File: src/rtl/seq_detect_param.sv
// Runtime-programmable serial bit-sequence detector with Moore match flag
// and saturating match counter.
//
// Ports:
//   clk          rising-edge clock
//   rst          synchronous active-low reset
//   in_valid     qualifies in
//   in           serial data bit
//   cfg_load     latch pattern/pat_len/overlap_en, clear detection history
//   pattern      pattern bits, pattern[pat_len-1] is received first
//   pat_len      pattern length (0 = never match, >N clamps to N)
//   overlap_en   1 = overlapping detection, 0 = non-overlapping
//   count_clr    clear match_count (wins over a same-cycle increment)
//   out          single-cycle match flag (high while in MATCH)
//   match_count  saturating match count
module seq_detect_param #(
  parameter int unsigned N     = 5,
  parameter int unsigned LEN_W = 3,
  parameter int unsigned CNT_W = 16
) (
  input  logic             clk,
  input  logic             rst,
  input  logic             in_valid,
  input  logic             in,
  input  logic             cfg_load,
  input  logic [N-1:0]     pattern,
  input  logic [LEN_W-1:0] pat_len,
  input  logic             overlap_en,
  input  logic             count_clr,
  output logic             out,
  output logic [CNT_W-1:0] match_count
);

  localparam logic [LEN_W-1:0] N_LEN   = LEN_W'(N);
  localparam logic [CNT_W-1:0] CNT_MAX = '1;

  typedef enum logic [1:0] {
    IDLE  = 2'd0,
    HUNT  = 2'd1,
    MATCH = 2'd2
  } state_t;

  state_t           state;
  logic [N-1:0]     pat_q;
  logic [LEN_W-1:0] len_q;
  logic             ovl_q;
  logic [N-1:0]     hist;
  logic [LEN_W-1:0] fill;

  logic [LEN_W-1:0] len_clamp_c;
  logic [N-1:0]     new_hist_c;
  logic [LEN_W-1:0] new_fill_c;
  logic [N-1:0]     mask_c;
  logic             accept_c;
  logic             hit_c;

  // Next history/fill for an accepted bit and the match decision on it.
  always_comb begin
    len_clamp_c = (pat_len > N_LEN) ? N_LEN : pat_len;
    new_hist_c  = {hist[N-2:0], in};
    new_fill_c  = (fill >= N_LEN) ? N_LEN : fill + LEN_W'(1);
    mask_c      = '0;
    for (int i = 0; i < int'(N); i++) begin
      mask_c[i] = (LEN_W'(i) < len_q);
    end
    accept_c = in_valid && !cfg_load && (state != IDLE);
    // Only the low L history bits are compared; fill guards against
    // matching on the zeroed history left by a load or non-overlap restart.
    hit_c = accept_c && (len_q != '0) && (new_fill_c >= len_q) &&
            ((new_hist_c & mask_c) == (pat_q & mask_c));
  end

  // FSM, datapath and counter.
  always_ff @(posedge clk) begin
    if (!rst) begin
      state       <= IDLE;
      out         <= 1'b0;
      match_count <= '0;
      hist        <= '0;
      fill        <= '0;
      pat_q       <= '0;
      len_q       <= '0;
      ovl_q       <= 1'b0;
    end else begin
      if (count_clr) begin
        match_count <= '0;
      end else if (hit_c && (match_count != CNT_MAX)) begin
        match_count <= match_count + CNT_W'(1);
      end

      if (cfg_load) begin
        pat_q <= pattern;
        len_q <= len_clamp_c;
        ovl_q <= overlap_en;
        hist  <= '0;
        fill  <= '0;
        state <= HUNT;
        out   <= 1'b0;
      end else if (state != IDLE) begin
        if (in_valid) begin
          hist <= new_hist_c;
          // Non-overlap: a match restarts the fill so its bits cannot be reused.
          fill <= (hit_c && !ovl_q) ? '0 : new_fill_c;
        end
        state <= hit_c ? MATCH : HUNT;
        out   <= hit_c;
      end
    end
  end

endmodule

File: config.mk
export PLATFORM = sky130hd
export DESIGN_NAME = seq_detect_param
export DESIGN_NICKNAME = d
export VERILOG_FILES = /design/src/rtl/seq_detect_param.sv
export SDC_FILE = /design/constraint.sdc
export NUM_CORES = 1
export LEC_CHECK = 0
export ABC_AREA = 1
export BUFFER_PORTS_ARGS = -buffer_cell sky130_fd_sc_hd__buf_2
export CAP_MARGIN = 20
export CORE_MARGIN = 2
export CORE_UTILIZATION = 50
export CTS_BUF_LIST = sky130_fd_sc_hd__clkbuf_2 sky130_fd_sc_hd__clkbuf_4 sky130_fd_sc_hd__clkbuf_8
export CTS_CLUSTER_DIAMETER = 200
export DETAILED_ROUTE_END_ITERATION = 12
export GPL_TIMING_DRIVEN = 0
export PLACE_DENSITY = 0.8
export SYNTH_ARGS = -nofsm -noshare
export SYNTH_HDL_FRONTEND = slang
export SYNTH_SLANG_ARGS = --single-unit
File: constraint.sdc
create_clock -name clk -period 2.98 [get_ports clk]
set_clock_uncertainty 0.05 [all_clocks]
set_input_delay 0.298 -clock clk [delete_from_list [all_inputs] [get_ports clk]]
set_output_delay 0.298 -clock clk [all_outputs]
set_load 0.01 [all_outputs]
==> flow_metrics.env, run 1 <==
export IMPL_synth_top_area_cell="dfxtp_1"
export IMPL_whs_ns=0.192
export IMPL_cts_sinks=34
export IMPL_cts_tree="built"
export IMPL_die_h_um=67.2
export IMPL_rows=22
export IMPL_postCtsSetupBuffers=0
export IMPL_dp_cells=378
export IMPL_grt_ovfl_total=0
export IMPL_p_sw_share_pct=26.4
export IMPL_maxCapViolations=0
export IMPL_cellPowerDensity_mw_per_mm2=409
export IMPL_track_usage_pct=22.6
export IMPL_r2r_cells=13
export IMPL_finalCritPeriodShare_pct=88.0
export IMPL_start_kind="flop"
export IMPL_seq_area_um2=681
export IMPL_diodes=0
export IMPL_clk_latency_ns=0.29
export IMPL_ios=32
export IMPL_min_delay_start="overlap_en"
export IMPL_cts_resized_gates=0
export IMPL_synth_area_mm2=0.00200
export IMPL_critPathArrivalTime_ns=2.73
export IMPL_cts_root_buffer="clkbuf_8"
export IMPL_hold_buffers=0
export IMPL_nets=358
export IMPL_fillers=354
export IMPL_drive_above_1_share_pct=17.2
export IMPL_via_per_inst=5.10
export IMPL_antenna_found_initial=0
export IMPL_setup_viol_count_final=0
export IMPL_multi_input_area_mm2=0.00114
export IMPL_cts_made_buffers=5
export IMPL_die_w_um=67.2
export IMPL_tightest_slew_ns=0.576
export IMPL_end_kind="flop"
export IMPL_cp_data_required_time_ns=3.09
export IMPL_gp_congestion=0.899
export IMPL_areaGrowthSynthToFinish_pct=15.5
export IMPL_power_frac_seq_pct=50.2
export IMPL_rsz0062_at_grt="false"
export IMPL_period_needed_ns=2.62
export IMPL_synth_seq_area_share_pct=34.1
export IMPL_peakVddDrop_uv=288
export IMPL_r2r_end="match_count[10]$_SDFFE_PP0P_"
export IMPL_ys_types=27
export IMPL_timing_rr_start="fill[1]$_SDFFE_PP0P_"
export IMPL_p_leak_nw=1.04
export IMPL_clockBufferDepth=2
export IMPL_path_clk_slew_ns=0.07
export IMPL_first_iter_violations=148
export IMPL_finalSetupTns_ns=0
export IMPL_crit_fanout=10
export IMPL_run_status="finished, final reports clean"
export IMPL_antenna_left=0
export IMPL_grt_max_degree=11
export IMPL_dp_hpwl_mm=3.29
export IMPL_grt_first_pass_wirelength_mm=7.73
export IMPL_syn_nets=320
export IMPL_switchingPower_uw=249
export IMPL_clockPowerShare_pct=39.1
export IMPL_yosys_register_bits=34
export IMPL_hold_path_class="primary input to flop"
export IMPL_synth_avg_cell_area_um2=6.68
export IMPL_path_class="flop to flop"
export IMPL_dr_pass1_iters=4
export IMPL_wirelength_mm=4.45
export IMPL_max_freq_ghz=0.381
export IMPL_p_int_uw=695
export IMPL_cts_max_level=2
export IMPL_core_area_mm2=0.00374
export IMPL_rrSetupSlack_ns=0.36
export IMPL_die_area_mm2=0.00452
export IMPL_port_buffers=31
export IMPL_maxSlewViolCount=0
export IMPL_pwr_share_comb_pct=10.7
export IMPL_grt_pass1_vias=1774
export IMPL_synth_top_area_share_pct=34.1
export IMPL_instances_no_fill=386
export IMPL_synth_warnings=0
export IMPL_syn_inst=299
export IMPL_fin_util_pct=61.7
export IMPL_initial_utilization_pct=53.4
export IMPL_min_to="ovl_q$_SDFFE_PN0P_"
export IMPL_avgRoutedWirePerCell_um=11.5
export IMPL_vias=1968
export IMPL_hold_viol=0
export IMPL_drcViolationCount=0
export IMPL_yosys_top_cells_area="dfxtp_1 (34%), nand2_1 (15%), inv_1 (7.3%)"
export IMPL_hold_depth=3
export IMPL_relSlewSlack_pct=61.6
[layout make-up]
cell class                 count  share of cell area, %
clock buffer                   7                   3.90
clock inverter                 1                  0.217
timing repair buffer          31                   6.72
tap                           48                   2.60
buffer                         4                  0.976
inverter                      41                   6.67
multi-input combinational    220                   49.4
sequential                    34                   29.5
[critical path, stage by stage, from the launching register on]
cell and delay, ns:
dfxtp_1 0.37, inv_1 0.06, ha_1 0.16, o21ai_0 0.25
nand2_1 0.13, ha_1 0.33, nand3b_1 0.11, nand2_1 0.08
nor2_1 0.04, nor2_2 0.40, nand3_4 0.18, buf_6 0.19
nand2_1 0.07, a21oi_2 0.05
[metal layers]
layer	routed length, um	up-vias	GRT usage, %
met1	2210	872	29.3
met3	208	6	4.83
met5	0	-	0
met4	51	0	8.16
met2	1980	41	36.9
li1	-	1049	-
[flip-flops by register name, summed over array words and instances, names as in the netlist]
name	count
match_count	16
state	1
pat_q	5
fill	3
ovl_q	1
hist	4
len_q	3
out	1
[power groups by stage]
stage          clock network [mW]  registers (mW)  logic [mW]
4_1_cts                     0.374           0.474       0.101
3_5_place_dp                    0           0.484       0.101
3_3_place_gp                    0           0.484      0.0979
5_1_grt                     0.393           0.475       0.116
6_report                    0.369           0.474       0.101
2_1_floorplan                   0           0.483      0.0704
[synth_stat cells, drive strengths merged]
library cell	instances
dfxtp	34
nand4	11
a211oi	1
clkbuf	3
nand3	25
a21oi	29
inv	41
nand2	82
xor2	3
nand3b	2
and2	1
nor3	4
ha	6
xnor2	3
buf	1
o21ai	18
nor2	35
[worst max path at each step]
stage | start | to
floorplan | fill[1]$_SDFFE_PP0P_ | match_count[10]$_SDFFE_PP0P_
CTS | fill[1]$_SDFFE_PP0P_ | match_count[10]$_SDFFE_PP0P_
global placement | fill[1]$_SDFFE_PP0P_ | match_count[10]$_SDFFE_PP0P_
detailed placement | fill[1]$_SDFFE_PP0P_ | match_count[10]$_SDFFE_PP0P_
global route | fill[1]$_SDFFE_PP0P_ | match_count[7]$_SDFFE_PP0P_
finish | fill[1]$_SDFFE_PP0P_ | match_count[10]$_SDFFE_PP0P_
[cells by family (layout without fill, tap and decap cells)]
kind of cell               count (synthesis)  in the layout  share of synthesized area, %
and+or+nand+nor                          160            160                          37.8
xor gates and xnor gates                   6              6                          2.63
DFF                                       34             34                          34.1
buffers and inverters                     45             84                          8.83
adders and majority gates                  6              6                          3.76
AOI/OAI and AO/OA                         48             48                          12.9
[metrics by stage]
| stage | power [mW] | worst slack, ns | area [um2] |
|---|---|---|---|
| after floorplan | 0.553 | 0.740 | 2000 |
| after global placement | 0.582 | 0.395 | 2210 |
| after detailed placement | 0.585 | 0.348 | 2210 |
| after CTS | 0.949 | 0.333 | 2310 |
| after global routing | 0.985 | 0.0767 | 2310 |
| final | 0.944 | 0.357 | 2310 |
[placed cells by master (no fill, tap or decap), types with 6 or more instances in the layout]
cell,count
nor2_1,31
clkbuf_8,6
nand3_1,23
inv_1,39
ha_1,6
a21oi_1,25
dfxtp_1,34
nand2_1,78
nand4_1,10
buf_2,31
o21ai_0,18
No activity file was read; power rests on OpenSTA's default activity.
==> run 2: changes to the inputs <==
--- a/config.mk
+++ b/config.mk
@@ -8,6 +8,7 @@
 export ABC_AREA = 1
 export BUFFER_PORTS_ARGS = -buffer_cell sky130_fd_sc_hd__buf_2
 export CAP_MARGIN = 20
+export CORE_ASPECT_RATIO = 0.6
 export CORE_MARGIN = 2
 export CORE_UTILIZATION = 50
 export CTS_BUF_LIST = sky130_fd_sc_hd__clkbuf_2 sky130_fd_sc_hd__clkbuf_4 sky130_fd_sc_hd__clkbuf_8
@@ -15,6 +16,7 @@
 export DETAILED_ROUTE_END_ITERATION = 12
 export GPL_TIMING_DRIVEN = 0
 export PLACE_DENSITY = 0.8
+export REMOVE_ABC_BUFFERS = 1
 export SYNTH_ARGS = -nofsm -noshare
 export SYNTH_HDL_FRONTEND = slang
 export SYNTH_SLANG_ARGS = --single-unit
==> run 2 against run 1 <==
Maximum frequency is 2.0% lower. Die area is 0.36% higher. Routed wire length is 6.3% higher. Power is 6.8% higher. Final cell count is 1.6% lower. Clock power is 17% higher. First-iteration DRC count is 9.5% higher. Highest routed layer unchanged.
==> flow_metrics.env, run 2 (synthesis gave the netlist of run 1 again) <==
export IMPL_tightest_slew_ns=0.592
export IMPL_setup_viol_count_final=0
export IMPL_path_buf_inv=1
export IMPL_max_freq_ghz=0.374
export IMPL_min_delay_start="overlap_en"
export IMPL_fin_ws_ns=0.303
export IMPL_largest_reg_flops=16
export IMPL_dp_hpwl_mm=3.42
export IMPL_relSlewSlack_pct=60.5
export IMPL_postCtsSetupBuffers=0
export IMPL_die_w_um=85.6
export IMPL_drcViolationCount=0
export IMPL_cts_root_buffer="clkbuf_8"
export IMPL_wirelength_mm=4.73
export IMPL_grt_ovfl_total=0
export IMPL_cp_data_required_time_ns=3.06
export IMPL_instances_no_fill=380
export IMPL_rsz0062_at_grt="false"
export IMPL_cts_sinks=34
export IMPL_die_area_mm2=0.00453
export IMPL_rows=17
export IMPL_maxCapViolations=0
export IMPL_grt_first_pass_wirelength_mm=7.83
export IMPL_hold_buffers=0
export IMPL_cp_slowest_cell="nor2_2"
export IMPL_maxSlewViolCount=0
export IMPL_crit_fanout=15
export IMPL_top_register="match_count"
export IMPL_top_regs="match_count x16, pat_q x5, hist x4"
export IMPL_cts_max_level=2
export IMPL_p_total_mw=1.01
export IMPL_final_common_cell="nand2_1"
export IMPL_cpPeakStageDelay_ns=0.40
export IMPL_hold_depth=3
export IMPL_port_buffers=31
export IMPL_crit_top_cell="nand2_1"
export IMPL_track_usage_pct=22.2
export IMPL_critPathArrivalTime_ns=2.75
export IMPL_initial_utilization_pct=53.4
export IMPL_final_cell_mix="nand2_1 (78), inv_1 (39), dfxtp_1 (34)"
export IMPL_p_leak_nw=1.04
export IMPL_path_class="flop to flop"
export IMPL_grt_max_degree=17
export IMPL_gp_congestion=0.848
export IMPL_path_clk_slew_ns=0.07
export IMPL_cts_made_buffers=5
export IMPL_crit_chain="inv_1 > ha_1 > o21ai_0 > nand2_1 > ha_1 > nand3b_1 > nand2_1 > nor2_1 > nor2_2 > nand3_4 > nand2_1 > a21oi_1"
export IMPL_run_status="finished, final reports clean"
export IMPL_ios=32
export IMPL_grt_pass1_vias=1685
export IMPL_core_area_mm2=0.00374
export IMPL_finalSetupTns_ns=0
export IMPL_cp_startpoint="fill[1]$_SDFFE_PP0P_"
export IMPL_antenna_found_initial=0
export IMPL_clockBufferDepth=2
export IMPL_diodes=0
export IMPL_via_per_inst=5.23
export IMPL_cts_tree="built"
export IMPL_cp_num_cells=12
export IMPL_cts_resized_gates=0
export IMPL_hold_path_class="primary input to flop"
export IMPL_antenna_left=0
export IMPL_areaGrowthSynthToFinish_pct=15.2
export IMPL_drive_above_1_share_pct=16.8
export IMPL_hold_viol=0
export IMPL_critical_path_top_delay_family="simple AND/OR/NAND/NOR gates"
export IMPL_clk_latency_ns=0.28
export IMPL_die_h_um=53.0
export IMPL_dr_pass1_iters=8
export IMPL_end_kind="flop"
export IMPL_peakVddDrop_uv=296
export IMPL_cellPowerDensity_mw_per_mm2=438
export IMPL_first_iter_violations=162
export IMPL_dp_slack_ns=0.375
export IMPL_nets=354
export IMPL_r2r_cells=12
export IMPL_start_kind="flop"
export IMPL_dp_cells=373
export IMPL_finalCritPeriodShare_pct=89.8
export IMPL_avgRoutedWirePerCell_um=12.4
export IMPL_timing_rr_start="fill[1]$_SDFFE_PP0P_"
export IMPL_vias=1986
export IMPL_period_needed_ns=2.68
export IMPL_fillers=339
[run 2: cell count changes in the layout (fill, tap and decap cells not counted), sizes merged]
cell	previous run	this run
clkbuf	10	6
buf	32	31
bufinv	0	1
clkinv	1	0
[run 2: area by class of cell]
type	count	area [um2]	share of cell area [%]
tap	47	58.8	2.55
sequential	34	681	29.6
clock inverter	1	30.0	1.30
multi-input combinational	220	1140	49.6
inverter	41	154	6.68
clock buffer	6	82.6	3.59
timing repair buffer	31	155	6.74
[run 2: worst reg2reg max path, cell delays in order (launching register included)]
cell      delay, ns
dfxtp_1        0.38
inv_1          0.06
ha_1           0.17
o21ai_0        0.26
nand2_1        0.14
ha_1           0.33
nand3b_1       0.10
nand2_1        0.09
nor2_1         0.06
nor2_2         0.40
nand3_4        0.29
nand2_1        0.13
a21oi_1        0.07
[run 2: metal layers]
metal / share of wire, % / up-vias / routed length [um] / global-route usage (%)
met5: 0 / - / 0 / 0
met1: 53 / 878 / 2520 / 34.5
met4: 0.085 / 0 / 4 / 4.23
met3: 7.1 / 2 / 335 / 4.37
li1: - / 1043 / - / -
met2: 40 / 63 / 1870 / 31.4
[run 2: stage by stage]
step | utilization, % | instance area [um2] | hold WS (ns)
after global routing | 61.5 | 2300 | 0.211
final | 61.5 | 2300 | 0.196
after floorplan | - | 1980 | 0.382
after detailed placement | 58.5 | 2190 | 0.423
after global placement | 58.5 | 2190 | 0.409
after CTS | 61.5 | 2300 | 0.198
[run 2: power by group]
part	internal, mW	leakage [nW]	switching, mW	total (mW)
Combinational	0.0319	0.702	0.0690	0.101
Clock	0.268	0.0573	0.165	0.432
Sequential	0.466	0.277	0.00872	0.475
Total	0.766	1.04	0.242	1.01
[run 2: final timing paths]
check                           endpoint  slack [ns]
min                   ovl_q$_SDFFE_PN0P_        0.20
max          match_count[4]$_SDFFE_PP0P_        0.30
max reg2reg  match_count[4]$_SDFFE_PP0P_        0.30
min reg2reg        pat_q[3]$_SDFFE_PN0P_        0.43
